[src/rtl/lcd_spi_streamer_if.sv]
// Queue-side handshake for lcd_spi_streamer: a wide (pixel) queue and a narrow
// (command/parameter) queue, both popped by a one-cycle read pulse.
interface lcd_spi_streamer_if #(
  parameter int WIDE_W   = 16,
  parameter int NARROW_W = 8
);
  logic                wide_empty;
  logic [WIDE_W-1:0]   wide_data;
  logic                wide_read;
  logic                nar_empty;
  logic [NARROW_W-1:0] nar_data;
  logic                nar_dc;
  logic                nar_read;

  modport master (
    input  wide_empty, wide_data, nar_empty, nar_data, nar_dc,
    output wide_read, nar_read
  );

  modport slave (
    output wide_empty, wide_data, nar_empty, nar_data, nar_dc,
    input  wide_read, nar_read
  );
endinterface

[src/rtl/lcd_spi_streamer.sv]
// Streams words from two queues to an SPI (mode 0, MSB first) LCD panel,
// wide queue first, keeping CS low across back-to-back words.
module lcd_spi_streamer #(
  parameter int WIDE_W   = 16,
  parameter int NARROW_W = 8,
  parameter int DIV      = 1,
  parameter int CS_HOLD  = 2
) (
  input  logic               clk,
  input  logic               rst_n,
  lcd_spi_streamer_if.master fifo,
  output logic               lcd_busy,
  output logic               lcd_cs_n,
  output logic               lcd_dc,
  output logic               lcd_sclk,
  output logic               lcd_data
);
  localparam int BIT_CW  = $clog2(WIDE_W + 1);
  localparam int DIV_CW  = $clog2(DIV + 1);
  localparam int HOLD_CW = $clog2(CS_HOLD + 2);

  typedef enum logic [1:0] {IDLE, SHIFT, HOLD} state_t;

  state_t              state_reg, state_next;
  logic [WIDE_W-1:0]   shreg_reg, shreg_next;
  logic [BIT_CW-1:0]   bit_cnt_reg, bit_cnt_next;
  logic [DIV_CW-1:0]   div_cnt_reg, div_cnt_next;
  logic [HOLD_CW-1:0]  hold_cnt_reg, hold_cnt_next;
  logic                cs_n_reg, cs_n_next;
  logic                dc_reg, dc_next;
  logic                sclk_reg, sclk_next;
  logic                data_reg, data_next;
  logic                wide_read_reg, wide_read_next;
  logic                nar_read_reg, nar_read_next;
  logic                busy_reg, busy_next;
  logic                load;

  logic                wide_sel;
  logic                pending;
  logic [WIDE_W-1:0]   load_word;

  // Narrow words are left-aligned so the shifter always emits from the top bit.
  assign wide_sel  = !fifo.wide_empty;
  assign pending   = !fifo.wide_empty || !fifo.nar_empty;
  assign load_word = wide_sel ? fifo.wide_data
                              : (WIDE_W'(fifo.nar_data) << (WIDE_W - NARROW_W));

  always_ff @(posedge clk or negedge rst_n) begin
    if (!rst_n) begin
      state_reg     <= IDLE;
      shreg_reg     <= '0;
      bit_cnt_reg   <= '0;
      div_cnt_reg   <= '0;
      hold_cnt_reg  <= '0;
      cs_n_reg      <= 1'b1;
      dc_reg        <= 1'b0;
      sclk_reg      <= 1'b0;
      data_reg      <= 1'b0;
      wide_read_reg <= 1'b0;
      nar_read_reg  <= 1'b0;
      busy_reg      <= 1'b0;
    end else begin
      state_reg     <= state_next;
      shreg_reg     <= shreg_next;
      bit_cnt_reg   <= bit_cnt_next;
      div_cnt_reg   <= div_cnt_next;
      hold_cnt_reg  <= hold_cnt_next;
      cs_n_reg      <= cs_n_next;
      dc_reg        <= dc_next;
      sclk_reg      <= sclk_next;
      data_reg      <= data_next;
      wide_read_reg <= wide_read_next;
      nar_read_reg  <= nar_read_next;
      busy_reg      <= busy_next;
    end
  end

  always_comb begin
    state_next     = state_reg;
    shreg_next     = shreg_reg;
    bit_cnt_next   = bit_cnt_reg;
    div_cnt_next   = div_cnt_reg;
    hold_cnt_next  = hold_cnt_reg;
    cs_n_next      = cs_n_reg;
    dc_next        = dc_reg;
    sclk_next      = sclk_reg;
    data_next      = data_reg;
    wide_read_next = 1'b0;
    nar_read_next  = 1'b0;
    load           = 1'b0;

    case (state_reg)
      IDLE: begin
        cs_n_next = 1'b1;
        sclk_next = 1'b0;
        data_next = 1'b0;
        load      = pending;
      end
      SHIFT: begin
        if (div_cnt_reg != '0) begin
          div_cnt_next = div_cnt_reg - DIV_CW'(1);
        end else if (!sclk_reg) begin
          sclk_next    = 1'b1;
          div_cnt_next = DIV_CW'(DIV - 1);
        end else if (bit_cnt_reg > BIT_CW'(1)) begin
          sclk_next    = 1'b0;
          shreg_next   = shreg_reg << 1;
          data_next    = shreg_reg[WIDE_W-2];
          bit_cnt_next = bit_cnt_reg - BIT_CW'(1);
          div_cnt_next = DIV_CW'(DIV - 1);
        end else if (pending) begin
          load = 1'b1;
        end else begin
          sclk_next     = 1'b0;
          data_next     = 1'b0;
          hold_cnt_next = HOLD_CW'(CS_HOLD);
          state_next    = HOLD;
        end
      end
      HOLD: begin
        if (pending) begin
          load = 1'b1;
        end else if (hold_cnt_reg == '0) begin
          cs_n_next  = 1'b1;
          state_next = IDLE;
        end else begin
          hold_cnt_next = hold_cnt_reg - HOLD_CW'(1);
        end
      end
      default: state_next = IDLE;
    endcase

    // A load always lands on an sclk-low edge, so dc never moves under a high clock.
    if (load) begin
      wide_read_next = wide_sel;
      nar_read_next  = !wide_sel;
      shreg_next     = load_word;
      data_next      = load_word[WIDE_W-1];
      bit_cnt_next   = wide_sel ? BIT_CW'(WIDE_W) : BIT_CW'(NARROW_W);
      div_cnt_next   = DIV_CW'(DIV - 1);
      dc_next        = wide_sel ? 1'b1 : fifo.nar_dc;
      cs_n_next      = 1'b0;
      sclk_next      = 1'b0;
      state_next     = SHIFT;
    end

    busy_next = (state_next != IDLE);
  end

  assign fifo.wide_read = wide_read_reg;
  assign fifo.nar_read  = nar_read_reg;
  assign lcd_busy       = busy_reg;
  assign lcd_cs_n       = cs_n_reg;
  assign lcd_dc         = dc_reg;
  assign lcd_sclk       = sclk_reg;
  assign lcd_data       = data_reg;
endmodule

[src/flat_wrapper.sv]
// flat-port wrapper written by rule: the top's interface ports become plain ports
module lcd_spi_streamer_flat 
#(
  parameter int WIDE_W   = 16,
  parameter int NARROW_W = 8,
  parameter int DIV      = 1,
  parameter int CS_HOLD  = 2
)
  (clk, rst_n, lcd_busy, lcd_cs_n, lcd_dc, lcd_sclk, lcd_data, fifo_wide_empty, fifo_wide_data, fifo_nar_empty, fifo_nar_data, fifo_nar_dc, fifo_wide_read, fifo_nar_read);
  lcd_spi_streamer_if #(.WIDE_W(WIDE_W), .NARROW_W(NARROW_W)) fifo_i ();
  input  logic clk;
  input  logic rst_n;
  output logic lcd_busy;
  output logic lcd_cs_n;
  output logic lcd_dc;
  output logic lcd_sclk;
  output logic lcd_data;
  input wire logic [$bits(fifo_i.wide_empty)-1:0] fifo_wide_empty;
  input wire logic [$bits(fifo_i.wide_data)-1:0] fifo_wide_data;
  input wire logic [$bits(fifo_i.nar_empty)-1:0] fifo_nar_empty;
  input wire logic [$bits(fifo_i.nar_data)-1:0] fifo_nar_data;
  input wire logic [$bits(fifo_i.nar_dc)-1:0] fifo_nar_dc;
  output wire logic [$bits(fifo_i.wide_read)-1:0] fifo_wide_read;
  output wire logic [$bits(fifo_i.nar_read)-1:0] fifo_nar_read;
  assign fifo_i.wide_empty = fifo_wide_empty;
  assign fifo_i.wide_data = fifo_wide_data;
  assign fifo_i.nar_empty = fifo_nar_empty;
  assign fifo_i.nar_data = fifo_nar_data;
  assign fifo_i.nar_dc = fifo_nar_dc;
  assign fifo_wide_read = fifo_i.wide_read;
  assign fifo_nar_read = fifo_i.nar_read;
  lcd_spi_streamer #(.WIDE_W(WIDE_W), .NARROW_W(NARROW_W), .DIV(DIV), .CS_HOLD(CS_HOLD)) u_core (.clk(clk), .rst_n(rst_n), .fifo(fifo_i), .lcd_busy(lcd_busy), .lcd_cs_n(lcd_cs_n), .lcd_dc(lcd_dc), .lcd_sclk(lcd_sclk), .lcd_data(lcd_data));
endmodule
[config.mk]
export PLATFORM = sky130hd
export DESIGN_NAME = lcd_spi_streamer_flat
export DESIGN_NICKNAME = d
export VERILOG_FILES = /design/src/rtl/lcd_spi_streamer_if.sv /design/src/rtl/lcd_spi_streamer.sv /design/src/flat_wrapper.sv
export SDC_FILE = /design/constraint.sdc
export NUM_CORES = 1
export LEC_CHECK = 0
export BUFFER_PORTS_ARGS = -buffer_cell sky130_fd_sc_hd__buf_4
export CORE_ASPECT_RATIO = 0.6
export CORE_MARGIN = 2
export CORE_UTILIZATION = 58
export CTS_BUF_LIST = sky130_fd_sc_hd__clkbuf_8 sky130_fd_sc_hd__clkbuf_16
export DETAILED_ROUTE_END_ITERATION = 6
export GPL_ROUTABILITY_DRIVEN = 1
export PLACE_DENSITY = 0.84
export REMOVE_ABC_BUFFERS = 1
export SLEW_MARGIN = 15
export SYNTH_ARGS = -nofsm -noshare
export SYNTH_HDL_FRONTEND = slang
export SYNTH_SLANG_ARGS = --single-unit
[constraint.sdc]
create_clock -name clk -period 5.65 [get_ports clk]
set_clock_uncertainty 0.1 [all_clocks]
set_input_delay 1.13 -clock clk [delete_from_list [all_inputs] [get_ports clk]]
set_output_delay 1.13 -clock clk [all_outputs]
set_load 0.05 [all_outputs]
**Word-level counts from Yosys, hierarchy flattened**

Index checks and enable logic that the tools add are counted.

- Add/subtract/negate cells: 3
- $lt $le $gt $ge: 1
- Reductions and logical operators: 17
- Mux-type cells: 52
- Equality and inequality tests: 14

Operators with widths:

| operator | number |
|---|---|
| two-way mux 15 bit | 5 |
| two-way mux 5 bit | 6 |
| two-way mux 2 bit | 13 |
| two-way mux 1 bit | 21 |
| two-way mux 16 bit | 1 |
| inequality test 2 bit (second input constant) | 6 |
| nonzero test 2 bit | 5 |
| AND reduction 4 bit | 2 |
| AND reduction 7 bit | 1 |
| inequality test 3 x 1 -> 1 bit (second input constant) | 2 |
| case mux 1 bit (2 select lines) | 3 |
| case mux 2 bit (3 select lines) | 1 |
| nonzero test 3 bit | 2 |
| > comparator 5 x 1 -> 1 bit (second input constant) | 1 |
| subtractor 5 x 1 -> 5 bit (second input constant) | 1 |
| zero test 2 bit | 2 |
| inequality test 4 x 3 -> 1 bit (second input constant) | 1 |
| case mux 2 bit (2 select lines) | 1 |
| inequality test 3 x 2 -> 1 bit (second input constant) | 1 |
| inequality test 3 bit (second input constant) | 1 |
| case mux 1 bit (3 select lines) | 1 |
| AND reduction 3 bit | 1 |
| == test 2 x 1 -> 1 bit (second input constant) | 1 |
| == test 2 bit (second input constant) | 1 |
| other kinds (6) | 7 |

- Bits in registers: 32
- Input port bits: 29
- Word-level logic and storage cells: 99
- Output and inout port bits: 7

**Depth between registers and ports, before layout**

- Depth in word-level cells: 9
- Gate-level depth with buffers: 9
- Mapped depth without buffers: 7

**Worst setup path after synthesis**

Ideal clock, no wire load.

- Path type: input to register
- Start point: in fifo_wide_empty
- End point: reg u_core.shreg_reg[13]
- Path slack: 3.125 ns
- Arrival time: 2.291 ns
- Path buffers: 3
- Library setup time: 0.134 ns
- Data required time: 5.416 ns
- Stages: 7
- Path through: and2_1 -> clkbuf_2 -> or3_1 -> buf_6 -> buf_8 -> a211oi_2 -> o31ai_1

- Cells in the longest elaborated chain, start to end: 9
- Elaborated cells on any way between the ends: 14
- Classes of those cells: eq/ne (1); mux (7); reduce/logical (6)

Ends and longest elaborated chain:

| element | line | text |
|---|---|---|
| start, declared | flat_wrapper.sv:18 | `input wire logic [$bits(fifo_i.wide_empty)-1:0] fifo_wide_empty;` |
| zero test 1 bit | lcd_spi_streamer.sv:44 | `assign pending = !fifo.wide_empty \|\| !fifo.nar_empty;` |
| logical OR 1 bit | lcd_spi_streamer.sv:44 |  |
| two-way mux 1 bit | lcd_spi_streamer.sv:111, lcd_spi_streamer.sv:121 |  |
| two-way mux 1 bit | lcd_spi_streamer.sv:105 | `end else if (bit_cnt_reg > BIT_CW'(1)) begin` |
| two-way mux 1 bit | lcd_spi_streamer.sv:102 | `end else if (!sclk_reg) begin` |
| two-way mux 1 bit | lcd_spi_streamer.sv:100 | `if (div_cnt_reg != '0) begin` |
| case mux 1 bit (3 select lines) | lcd_spi_streamer.sv:92 | `case (state_reg)` |
| inequality test 2 bit (no line) / nonzero test 2 bit (equally long branches) | - |  |
| AND reduction 4 bit (no line) | - |  |
| end signal, assigned | lcd_spi_streamer.sv:64 | `shreg_reg <= shreg_next;` |
| end, declared | lcd_spi_streamer.sv:25 | `logic [WIDE_W-1:0] shreg_reg, shreg_next;` |

Several ways; a longest one is shown, not always the timed one.
A chain may end at the register's enable or synchronous reset.

**Final worst setup path**

- Start point: in fifo_wide_empty
- End point: reg u_core.shreg_reg[9]

Same word-level chain as after synthesis.

==> qor_table.md <==
| Stage | Quantity | Reported |
| --- | --- | --- |
| critical path | Setup slack, reg-to-reg | 3.04 ns |
| placed design | Final HPWL from detailed placement | 2940 um |
| floorplan | I/O pin total | 36 |
| global routing | Remaining global-route overflow | 0 |
| cells and area | Synth-to-Final Area Change | 19.6% |
| timing | Final Cycle Share | 47.2% |
| critical path | Arrival time of the worst setup path | 2.73 ns |
| cells and area | Design Area, Final | 2150 um^2 |
| cts | Root Driver | clkbuf_8 |
| floorplan | Die width | 75.9 um |
| cts | Post-CTS setup buffer count | 0 |
| routing | Via density per instance | 5.73 |
| placed design | Buffers on Ports | 35 |
| placed design | Worst slack after detailed placement | 2.72 ns |
| yosys | Dominant cell type by area after synthesis | dfrtp_1 |
| critical path | Highest-delay cell along the critical path | or3_1 |
| yosys | Number of synthesized flops with an enable pin | 0 |
| yosys | Post-synth cell types | 43 |
| critical path | Delay contributed by the slowest stage of the critical path | 0.65 ns |
| cells and area | Filler cells | 214 |
| cts | # resized after CTS | 0 |
| power and ir drop | Comb pwr share | 53.3% |
| cells and area | Share of layout cells above drive strength 1 | 23.9% |
| power and ir drop | Max rail drop VDD | 0.332 mV |
| yosys | Sequential fraction of the synthesis area | 43.2% |
| critical path | Category of the worst setup path capture point | flop |
| yosys | Ys async rst share | 100% |
| floorplan | Effective utilization at floorplan | 61.8% |
| power and ir drop | PD cells | 583 nW/um^2 |
| yosys | Average cell area after synthesis | 9.32 um^2 |
| yosys | Area share of the leading cell type in the synthesized netlist | 41.8% |
| global routing | M2 GR Usage | 39.3% |
| timing | Setup ws final | 2.98 ns |
| routing | DRC marker count from the first detailed-route iteration | 157 |
| cells and area | Share of the core filled with cells | 73.9% |
| routing | Routed via count | 1535 |
| timing | Final max-slew violation count | 0 |
| critical path | Startpoint of the lowest-slack register-to-register path | u_core.state_reg[1] |
| yosys | Leading cell types by total area after synthesis | dfrtp_1 42%, a21oi_1 5.8%, nor2b_1 5.2% |
| yosys | Number of standard cells after synthesis | 193 |
| worst hold path | Hold path depth | 2 |
| critical path | Critical path start-end classification | in -> reg |
| cts | Worst-skew pair later-pin latency | 0.28 ns |
| global routing | Initial antenna violation count | 0 |
| cts | Sink Count | 31 |
| global routing | Met3 routing resource usage after global routing | 5.79% |
| worst hold path | End point of the most critical hold path | u_core.shreg_reg[11] |
| global routing | Wire length of the first global-routing pass | 6530 um |
| cts | Number of buffers on the longest clock path | 2 |
| power and ir drop | Cell internal pwr | 685 uW |
| routing | Number of iterations in the first detailed-routing pass | 4 |
| critical path | Series of cell instances along the critical path | buf_4, and2_1, or3_1, a211oi_1, o31ai_1 |
| cts | TritonCTS clock tree | yes |
| yosys | Flip-flop cell with the highest count after synthesis | dfrtp_1 |
| status | Status | finished, final reports clean |
| global routing | Pin count of the biggest net entering global routing | 37 |
| timing | Final-report hold violation count | 0 |
| cts | H-tree level count | 2 |
| cts | Clock input transition at the sequential cells of the worst setup and hold paths | 0.06 ns |
| timing | Headroom to the max-slew limit | 58.6% |
| floorplan | Number of standard-cell rows in the floorplan | 15 |
| routing | DRT Wirelength | 4080 um |
| global routing | GR met1 Demand/Resource | 35.7% |
| critical path | Worst Path Max Fanout | 29 |
| routing | DRC violations left | 0 |
| critical path | Element type at the critical path start | input port |
| job | Max-cap violations | 0 |
| global routing | Gr usage total | 25.5% |
| placed design | Cell Area, Placed | 2060 um^2 |
| timing | Final min period | 2.67 ns |
| power and ir drop | Net switching power of the design | 567 uW |
| placed design | Gpl congestion | 0.941 |
| power and ir drop | P_leak | 0.000941 uW |
| yosys | Yosys warnings | 0 |
| timing | Maximum operating frequency | 375 MHz |
| floorplan | DIE HEIGHT | 47.1 um |
| worst hold path | Worst hold path startpoint | u_core.shreg_reg[11] |
| global routing | GR peak layer | met2 |
| cts | Clock buffer count from CTS | 5 |
| timing | Endpoints failing setup | 0 |
| floorplan | CORE AREA | 2910 um^2 |
| cells and area | Post-layout nets | 262 |
| floorplan | Die outline area | 3580 um^2 |
| yosys | #FFs+latches synth | 31 |
| cells and area | Number of flip-flops under the largest register name | 15 |
| timing | Unrepaired setup endpoints after global routing | no |
| timing | Transition time of the tightest slew-check pin | 0.621 ns |
| power and ir drop | Power share of the clock group | 13.7% |
| critical path | Depth of the worst register-to-register path | 7 |
| timing | Total Negative Setup Slacks | 0 ns |
| routing | Post-DRT Antenna Nets | 0 |
| global routing | Vias in the first global route | 1326 |
| worst hold path | Kind of path behind the tightest hold check | reg -> reg |
| power and ir drop | Sequential power share | 33.0% |
| yosys | Netlist Area Pre-Place | 1800 um^2 |
| cells and area | Antenna Diode Count | 0 |
| cts | # hold bufs at CTS | 0 |
| routing | Post-detailed-route wirelength per cell | 15.2 um |
| critical path | Worst Path Required | 5.71 ns |
| power and ir drop | Switch share | 45.3% |
| critical path | Crit Reg-Reg Endpoint | u_core.bit_cnt_reg[0] |
[layout make-up]
class | count | area, um^2 | area share [%]
sequential | 31 | 777 | 36.1
clock buffer | 6 | 82.6 | 3.84
clock inverter | 1 | 5.00 | 0.233
multi-input combinational | 142 | 921 | 42.8
timing repair buffer | 37 | 278 | 12.9
inverter | 9 | 33.8 | 1.57
tap | 42 | 52.6 | 2.44
[per-layer routing]
metal	vias up	routed length [um]
li1	753	-
met1	715	1870
met2	55	1880
met3	12	254
met4	0	85
met5	-	0
[logic make-up after synthesis]
logic type | count (synthesis) | share of synthesized area, %
AOI/OAI and AO/OA | 60 | 23.0
buffers and inverters | 20 | 5.57
adders and majority gates | 7 | 4.87
DFF | 31 | 43.2
muxes | 2 | 1.11
and+or+nand+nor | 73 | 22.2
[layout by cell type, fill, tap and decap left out, drive strengths merged, types with 3 or more instances in the layout]
master  netlist  routed
and2          5       5
clkbuf        5       6
a211oi        7       7
nand3b        7       7
nand2        16      16
nor2b        15      15
buf           6      37
ha            7       7
nor2         15      15
o21ai         7       7
inv           9       9
nor3          5       5
o221ai        3       3
a21oi        21      21
o31ai         9       9
a31oi         3       3
nand4         3       3
dfrtp        30      30
[power by group through the flow]
stage | combinational [uW] | clock (uW) | sequential (uW)
after floorplan | 417 | 0 | 470
after global placement | 632 | 0 | 405
after detailed placement | 665 | 0 | 412
after CTS | 666 | 174 | 409
after global routing | 744 | 184 | 425
final | 668 | 172 | 413
[synth_stat cells, types with 3 or more instances]
| library cell | number |
|---|---|
| a211oi_1 | 6 |
| a21oi_1 | 21 |
| and2_1 | 4 |
| buf_2 | 4 |
| clkbuf_1 | 4 |
| dfrtp_1 | 30 |
| ha_1 | 7 |
| inv_1 | 9 |
| nand2_1 | 16 |
| nand3b_1 | 7 |
| nand4_1 | 3 |
| nor2_1 | 15 |
| nor2b_1 | 15 |
| nor3_1 | 3 |
| o21ai_0 | 7 |
| o221ai_1 | 3 |
| o31ai_1 | 9 |
[per-stage QoR]
| step | std cells | hold WS, ns | power (uW) |
|---|---|---|---|
| final | 268 | 0.386 | 1250 |
| after global placement | 261 | 0.366 | 1040 |
| after CTS | 268 | 0.387 | 1250 |
| after floorplan | 182 | 0.348 | 887 |
| after global routing | 268 | 0.405 | 1350 |
| after detailed placement | 261 | 0.371 | 1080 |
[critical path, delay by kind of cell]
family	cells	cell delay, ns
simple gates	2	0.92
buf+inv	1	0.20
compound gates	2	0.45
[how the worst max path moves through the flow]
stage                    startpoint                     to  depth (start not counted)
floorplan           fifo_wide_empty  u_core.bit_cnt_reg[3]                          4
global placement    fifo_wide_empty    u_core.shreg_reg[9]                          5
detailed placement  fifo_wide_empty   u_core.shreg_reg[12]                          5
CTS                 fifo_wide_empty    u_core.shreg_reg[7]                          7
global route        fifo_wide_empty  u_core.bit_cnt_reg[1]                          5
finish              fifo_wide_empty    u_core.shreg_reg[9]                          5
(Power assumes the default switching activity.)
